## config.mk

```make
export PLATFORM = sky130hd
export DESIGN_NAME = game_ctrl_param
export DESIGN_NICKNAME = d
export VERILOG_FILES = /design/src/rtl/game_ctrl_param.sv
export SDC_FILE = /design/constraint.sdc
export NUM_CORES = 1
export LEC_CHECK = 0
export BUFFER_PORTS_ARGS = -buffer_cell sky130_fd_sc_hd__buf_2
export CAP_MARGIN = 20
export CORE_MARGIN = 2
export CORE_UTILIZATION = 45
export CTS_BUF_LIST = sky130_fd_sc_hd__clkbuf_16
export CTS_CLUSTER_DIAMETER = 30
export DETAILED_ROUTE_END_ITERATION = 8
export GPL_ROUTABILITY_DRIVEN = 0
export GPL_TIMING_DRIVEN = 0
export PLACE_DENSITY = 0.62
export SLEW_MARGIN = 20
export SYNTH_ARGS = -nofsm -noshare
export SYNTH_HDL_FRONTEND = slang
export SYNTH_SLANG_ARGS = --single-unit
export TNS_END_PERCENT = 30
```

## constraint.sdc

```tcl
create_clock -name CLK -period 2.8 [get_ports CLK]
set_input_delay 0.56 -clock CLK [delete_from_list [all_inputs] [get_ports CLK]]
set_output_delay 0.56 -clock CLK [all_outputs]
set_load 0.01 [all_outputs]
```

## src/rtl/game_ctrl_param.sv

```systemverilog
// Game-sequencing FSM for the factorization quiz with configurable result hold,
// answer timeout, wrong-attempt limit and a saturating round counter.
module game_ctrl_param #(
  parameter int HOLD_CYC    = 50_000_000,
  parameter int TIMEOUT_CYC = 500_000_000,
  parameter int MAX_WRONG   = 3,
  parameter int SEL_W       = 3,
  parameter int ROUND_W     = 4
) (
  input  logic               CLK,
  input  logic               RST,
  input  logic               START,
  input  logic               QUE_IN,
  input  logic [SEL_W-1:0]   SEL_IN,
  input  logic               DEC_IN,
  input  logic               CLR_IN,
  input  logic               WRONG_IN,
  input  logic [1:0]         JUDG_IN,
  input  logic [1:0]         HP_IN,
  output logic [3:0]         STATE,
  output logic [SEL_W-1:0]   SEL_OUT,
  output logic               DEC_OUT,
  output logic               CLR_OUT,
  output logic [ROUND_W-1:0] ROUND,
  output logic [3:0]         WRONG_CNT,
  output logic               TIMEOUT
);

  localparam int HOLD_W = (HOLD_CYC > 1) ? $clog2(HOLD_CYC) : 1;
  localparam int TO_W   = (TIMEOUT_CYC > 1) ? $clog2(TIMEOUT_CYC) : 1;

  typedef enum logic [3:0] {
    S_READY    = 4'b0010,
    S_QUESTION = 4'b0011,
    S_INPUT    = 4'b0100,
    S_DRAW     = 4'b0110,
    S_WRONG    = 4'b0111,
    S_GOOD     = 4'b1000,
    S_OUCH     = 4'b1001,
    S_WIN      = 4'b1010,
    S_LOSE     = 4'b1011
  } state_t;

  state_t             state_q, state_d;
  logic [HOLD_W-1:0]  hold_q, hold_d;
  logic [TO_W-1:0]    to_q, to_d;
  logic [3:0]         wrong_q, wrong_d;
  logic [ROUND_W-1:0] round_q, round_d, round_inc;
  logic               timeout_q, timeout_d;
  logic               timeout_fire, hold_exp, in_hold;
  logic [SEL_W-1:0]   sel_q;
  logic               dec_q, clr_q;

  // START, QUE_IN and WRONG_IN are single-cycle pulses acted on only in the
  // state that consumes them; JUDG_IN/HP_IN are levels sampled where used.
  assign hold_exp  = (hold_q == HOLD_W'(HOLD_CYC - 1));
  assign in_hold   = state_q inside {S_DRAW, S_WRONG, S_GOOD, S_OUCH, S_WIN, S_LOSE};
  assign round_inc = (round_q == {ROUND_W{1'b1}}) ? round_q : round_q + ROUND_W'(1);

  always_comb begin
    state_d      = state_q;
    to_d         = to_q;
    wrong_d      = wrong_q;
    round_d      = round_q;
    timeout_fire = 1'b0;
    case (state_q)
      S_READY: begin
        if (START) begin
          state_d = S_QUESTION;
          to_d    = '0;
          wrong_d = '0;
        end
      end
      S_QUESTION: if (QUE_IN) state_d = S_INPUT;
      S_INPUT: begin
        if (QUE_IN) begin
          state_d = S_QUESTION;
        end else if (WRONG_IN) begin
          wrong_d = wrong_q + 4'd1;
          state_d = (wrong_d == 4'(MAX_WRONG)) ? S_OUCH : S_WRONG;
        end else if (JUDG_IN == 2'b01) begin
          state_d = S_GOOD;
        end else if (JUDG_IN == 2'b10) begin
          state_d = S_OUCH;
        end else if (JUDG_IN == 2'b11) begin
          state_d = S_DRAW;
        end else if (to_q == TO_W'(TIMEOUT_CYC - 1)) begin
          state_d      = S_OUCH;
          timeout_fire = 1'b1;
        end else begin
          to_d = to_q + TO_W'(1);
        end
      end
      S_WRONG: if (hold_exp) state_d = S_INPUT;
      // Expiry takes precedence over an HP event arriving on the same cycle.
      S_GOOD: begin
        if (hold_exp) begin
          state_d = S_READY;
          round_d = round_inc;
        end else if (HP_IN == 2'b01) begin
          state_d = S_WIN;
        end
      end
      S_OUCH: begin
        if (hold_exp) begin
          state_d = S_READY;
          round_d = round_inc;
        end else if (HP_IN == 2'b10) begin
          state_d = S_LOSE;
        end
      end
      S_DRAW: begin
        if (hold_exp) begin
          state_d = S_READY;
          round_d = round_inc;
        end
      end
      S_WIN, S_LOSE: begin
        if (hold_exp) begin
          state_d = S_READY;
          round_d = '0;
        end
      end
      default: state_d = S_READY;
    endcase

    if (state_d != state_q) hold_d = '0;
    else if (in_hold)       hold_d = hold_q + HOLD_W'(1);
    else                    hold_d = '0;

    timeout_d = (state_d == S_OUCH) && (timeout_fire || ((state_q == S_OUCH) && timeout_q));
  end

  always_ff @(posedge CLK) begin
    if (RST) begin
      state_q   <= S_READY;
      hold_q    <= '0;
      to_q      <= '0;
      wrong_q   <= '0;
      round_q   <= '0;
      timeout_q <= 1'b0;
    end else begin
      state_q   <= state_d;
      hold_q    <= hold_d;
      to_q      <= to_d;
      wrong_q   <= wrong_d;
      round_q   <= round_d;
      timeout_q <= timeout_d;
    end
  end

  always_ff @(posedge CLK) begin
    if (RST) begin
      sel_q <= '0;
      dec_q <= 1'b0;
      clr_q <= 1'b0;
    end else if (state_q == S_INPUT) begin
      sel_q <= SEL_IN;
      dec_q <= DEC_IN;
      clr_q <= CLR_IN;
    end
  end

  assign STATE     = state_q;
  assign SEL_OUT   = sel_q;
  assign DEC_OUT   = dec_q;
  assign CLR_OUT   = clr_q;
  assign ROUND     = round_q;
  assign WRONG_CNT = wrong_q;
  assign TIMEOUT   = timeout_q;

endmodule

```

# After elaboration in Yosys (flattened, before gate mapping)
# Cells that the tools add are included.
# W data, S select, Z words.
dict set report word_totals {
  regBits 73
  output_inout_bits 18
  wordCells 97
}
dict set report op_classes {
  n_addsub 4
  n_eq_ne 31
  n_mux 39
  n_bitwise 1
  reduce_logical 13
}
# cell n
set op_table {}
lappend op_table {{$mux W29} 7}
lappend op_table {{$mux W4} 21}
lappend op_table {{$pmux W29 S2} 1}
lappend op_table {{$add A29 B1 Y29 const B} 1}
lappend op_table {{$eq A29 B29 Y1 const B} 1}
lappend op_table {{$pmux W4 S7} 1}
lappend op_table {{$add A26 B1 Y26 const B} 1}
lappend op_table {{$eq A26 B26 Y1 const B} 1}
lappend op_table {{$eq A4 B4 Y1 const B} 6}
lappend op_table {{$ne A2 B2 Y1 const B} 10}
lappend op_table {{$pmux W4 S2} 2}
lappend op_table {{$eq A4 B2 Y1 const B} 3}
lappend op_table {{$eq A4 B3 Y1 const B} 3}
lappend op_table {{$reduce_or A3 Y1} 3}
lappend op_table {{$add A4 B1 Y4 const B} 2}
lappend op_table {{$reduce_and A4 Y1} 2}
lappend op_table {{$reduce_and A8 Y1} 1}
lappend op_table {{$mux W1} 7}
lappend op_table {{$eq A2 B2 Y1 const B} 3}
lappend op_table {{$reduce_bool A6 Y1} 1}
lappend op_table {{$eq A2 B1 Y1 const B} 2}
lappend op_table {{$ne A4 B4 Y1} 1}
lappend op_table {{$reduce_bool A2 Y1} 2}
lappend op_table {{$logic_and A1 B1 Y1} 2}
lappend op_table {{4 further kinds} 4}

# Longest topological paths before layout
dict set report logic_depth {
  ltp_word 10
  depth_mapped 9
}

# Worst setup path after synthesis
# OpenSTA, ideal clock, no wires.
dict set report synth_path {
  kind {input port to flip-flop}
  start {input port WRONG_IN}
  end {register to_q[26]}
  t_arrival_ns 1.983
  required_time_ns 2.729
  setup_slack_ns 0.746
  path_stages 6
  path_buffers 1
  cell_sequence {nor3_1 > o221ai_1 > or4_1 > buf_2 > or3_1 > a21oi_1}
}
dict set report synth_via {
  elab_chain_cells 2
}
# item line_no
set synth_rtl {}
lappend synth_rtl {{start: declaration} 17} ;# input logic WRONG_IN,
lappend synth_rtl {{$ne A2 B2 Y1 (no source line)} n/a}
lappend synth_rtl {{$reduce_and A8 Y1 (no source line)} n/a}
lappend synth_rtl {{end signal: assignment} 145} ;# to_q <= to_d;
lappend synth_rtl {{end: declaration} 46} ;# logic [TO_W-1:0] to_q, to_d;
# No other way between the ends.
# A chain may end at the register's enable or synchronous reset.

# Worst setup path in the final report
dict set report layout_path {
  start {register hold_q[0]}
  end {register hold_q[7]}
}
dict set report layout_via {
  elab_chain_cells 5
  word_cells_on_any_way 9
  cone_classes {1 x add/sub; 2 x eq/ne; 5 x mux; 1 x reduce/logical}
}
# item line_no
set layout_rtl {}
lappend layout_rtl {{start: declaration} 45} ;# logic [HOLD_W-1:0] hold_q, hold_d;
lappend layout_rtl {{start signal: assignment} 144} ;# hold_q <= hold_d;
lappend layout_rtl {{$eq A26 B26 Y1} 56} ;# assign hold_exp = (hold_q == HOLD_W'(HOLD_CYC - 1));
lappend layout_rtl {{$mux W4 (on tied branches)} n/a}
lappend layout_rtl {{$pmux W4 S7} 66} ;# case (state_q)
lappend layout_rtl {{$ne A4 B4 Y1} 127} ;# if (state_d != state_q) hold_d = '0;
lappend layout_rtl {{$reduce_or A3 Y1 (no source line)} n/a}
# Parallel ways exist; a longest one is shown, timed or not.

==> results.md <==
* Post-Route Utilization at roughly 55%
* Effective utilization at floorplan at between 40% and 50%
* Post-synth top area share at 39.9%
* Maximum vdd drop at between 0.3 and 0.4 mV
* Die W at around 94 um
* Fill cells at 770
* Flops & latches, synth at 73
* DR iter-0 viols at 111
* Max Clock Freq at 0.412 GHz
* # resized after CTS at 0
* Avg WL per Cell at ~14 um
* Port Buffers at 31
* Setup_tns at 0 ps
* Worst-path fanout max at 10
* Nets@finish at ~500
* Max-slew violations at 0
* Max Cap Viol at 0
* R2R Setup Slk at 370 ps
* Final-report setup violation count at 0
* CTS Root Cell: clkbuf_16
* Post-synth top area cell: dfxtp_1
* Post-CTS Setup Repair Bufs at 0
* Distinct cells, synth at 53
* Unrepaired setup endpoints after global routing: false
* DRC at 0
* Primary FF master, synth: dfxtp_1
* Initial antenna violation count at 0
* H-tree depth at 3
* Top cells by count, synth: nor2_1 (74), dfxtp_1 (73), nand2_1 (36)
* Pin count of the biggest net entering global routing at 16
* Post-synth EDFFs at 0
* Tot GR Track Use at about a fifth
* Worst-path clk slew at 70 ps
* Remaining Overflow, GRT at 0
* Pleak at around 1.4 nW
* Setup CP Type: reg2reg
* Layout cells sized above 1 at between 10% and 20%
* Synthesized cell area at approximately 0.0037 mm^2
* Fin crit share at between 80 and 90%
* Min Tclk post-route at roughly 2400 ps
* Synthesis Warnings at 0
* Number of primary I/O pins at 32
* CTS tree: done
* Vias in the first global route at 3036
* Clock Latency Late Sink at about 330 ps
* Vias per inst at 5.44
* Die Span Y at 94.3 um
* Vias at about 3200
* Placed cell count at approximately 570
* Critical path launch point type: flop
* First-pass GRT wire length at about 14 mm
* Rel. slew slack at 54.8%
* Slew @ Worst Pin at approximately 680 ps
* Worst Skew at ~6.3 ps
* CTS max path bufs at 2
* Die area at approximately 0.009 mm^2
* R2R Path Start: hold_q[0]
* Worst EP arrival at between 2000 and 3000 ps
* Clk sinks at 73
* CP Capture Type: flop
* Hold crit path type: reg2reg
* Mean Syn Cell Area at around 8.3 um^2
* Antenna Cells at 0
* Status: finished, final reports clean
* Mapped Cells at 441
* FP Rows at 32
* CP startpoint: hold_q[0]
* Core box area at roughly 0.008 mm^2
* Drt first pass iters at 4
* Post-DP HPWL at between 5 and 6 mm
* Total Wirelength at between 8 and 9 mm
* Async SR Flop Fraction at 0%
* Post-route ant nets at 0
* Non-Filler Instances at between 500 and 600
* Total CTS buffers at 9
* Area grow syn2layout at 16.1%
* Worst hold slack at between 400 and 500 ps
* Final Hold Viols at 0
* Pwr Density at approximately 560 mW/mm^2
* Sequential area share after synthesis at 39.9%
* Syn_nets at 460
* Count leader, synth: nor2_1
* Worst path required time at about 3000 ps
* Min-delay src: hold_q[0]
* # hold bufs at CTS at 0
* Top cells by area, synth: dfxtp_1 (40%), nor2_1 (7.6%), xor2_1 (6.2%), xnor2_1 (4.5%), nand2_1 (3.7%)
==> worst max-delay path: stages (launching register included) <==
cell,delay (ps)
dfxtp_1,360
ha_1,210
nand2_1,100
or2_1,320
nor3_1,530
a21o_1,290
clkbuf_1,390
nor2_1,90
==> per-stage QoR <==
| stage | worst slack (ps) | instance area [um^2] | power (mW) |
|---|---|---|---|
| 3_5_place_dp | 270 | 3950 | 1.21 |
| 2_1_floorplan | 746 | 3670 | 1.16 |
| 4_1_cts | 389 | 4260 | 2.40 |
| 3_3_place_gp | 375 | 3950 | 1.21 |
| 6_report | 372 | 4260 | 2.37 |
| 5_1_grt | 202 | 4260 | 2.46 |
==> worst paths after layout <==
kind,end,depth (start not counted)
min,hold_q[0],1
min reg2reg,hold_q[0],1
max,hold_q[7],7
max reg2reg,hold_q[7],7
==> sequential cells by signal, summed over array words and instances, names as in the netlist <==
signal / flops
to_q: 29
hold_q: 26
ROUND: 4
STATE: 4
WRONG_CNT: 4
SEL_OUT: 3
CLR_OUT: 1
DEC_OUT: 1
TIMEOUT: 1
==> cells in the final DEF, fill, tap and decap left out, drive strengths merged, types with 2 or more instances in the layout <==
cell,Yosys,layout
nor4,6,6
xor2,26,26
a31oi,2,2
nand4,11,11
nand2b,2,2
xnor2,19,19
and3,7,7
o21ai,17,17
nand3b,3,3
dfxtp,73,73
mux2i,2,2
a21o,3,3
a21oi,24,24
or3,13,13
nor2b,5,5
nor3,11,11
o31ai,4,4
or4b,2,2
and2,5,5
clkbuf,8,17
and4,2,2
nor2,74,74
o211ai,8,8
ha,5,5
o2111ai,2,2
or2,3,3
nand2,36,36
o221ai,2,2
inv,11,15
buf,8,39
or4,5,5
nor4bb,3,3
clkinvlp,0,2
nand3,26,26
==> logic make-up after synthesis <==
logic type,share of synthesized area (%)
adders and majority gates,1.71
xor gates and xnor gates,10.8
buffers and inverters,3.00
and+or+nand+nor,31.5
muxes,0.546
DFF,39.9
AOI/OAI and AO/OA,12.6
==> power by group <==
| group | internal (mW) | switching (mW) | leakage, nW |
|---|---|---|---|
| Combinational | 0.0435 | 0.0896 | 0.691 |
| Sequential | 1.04 | 0.00758 | 0.588 |
| Clock | 0.706 | 0.482 | 0.145 |
==> final cells by class <==
class	instances	area (um^2)	share of cell area (%)
flip-flops and latches	73	1460	34.3
plain buffers	16	68.8	1.62
clock inverters	7	82.6	1.94
repair buffers	31	155	3.64
clock buffers	9	225	5.29
multi-input cells	341	2090	49.2
well taps	102	128	3.00
inverters	11	41.3	0.970
==> layer usage <==
metal | routed length, um | up-vias | GRT usage, %
met4 | 110 | 0 | 6.76
met2 | 3690 | 45 | 32.1
met1 | 4110 | 1515 | 26.5
met5 | 0 | - | 0
met3 | 226 | 9 | 4.33
li1 | - | 1639 | -
(Power assumes the default switching activity.)
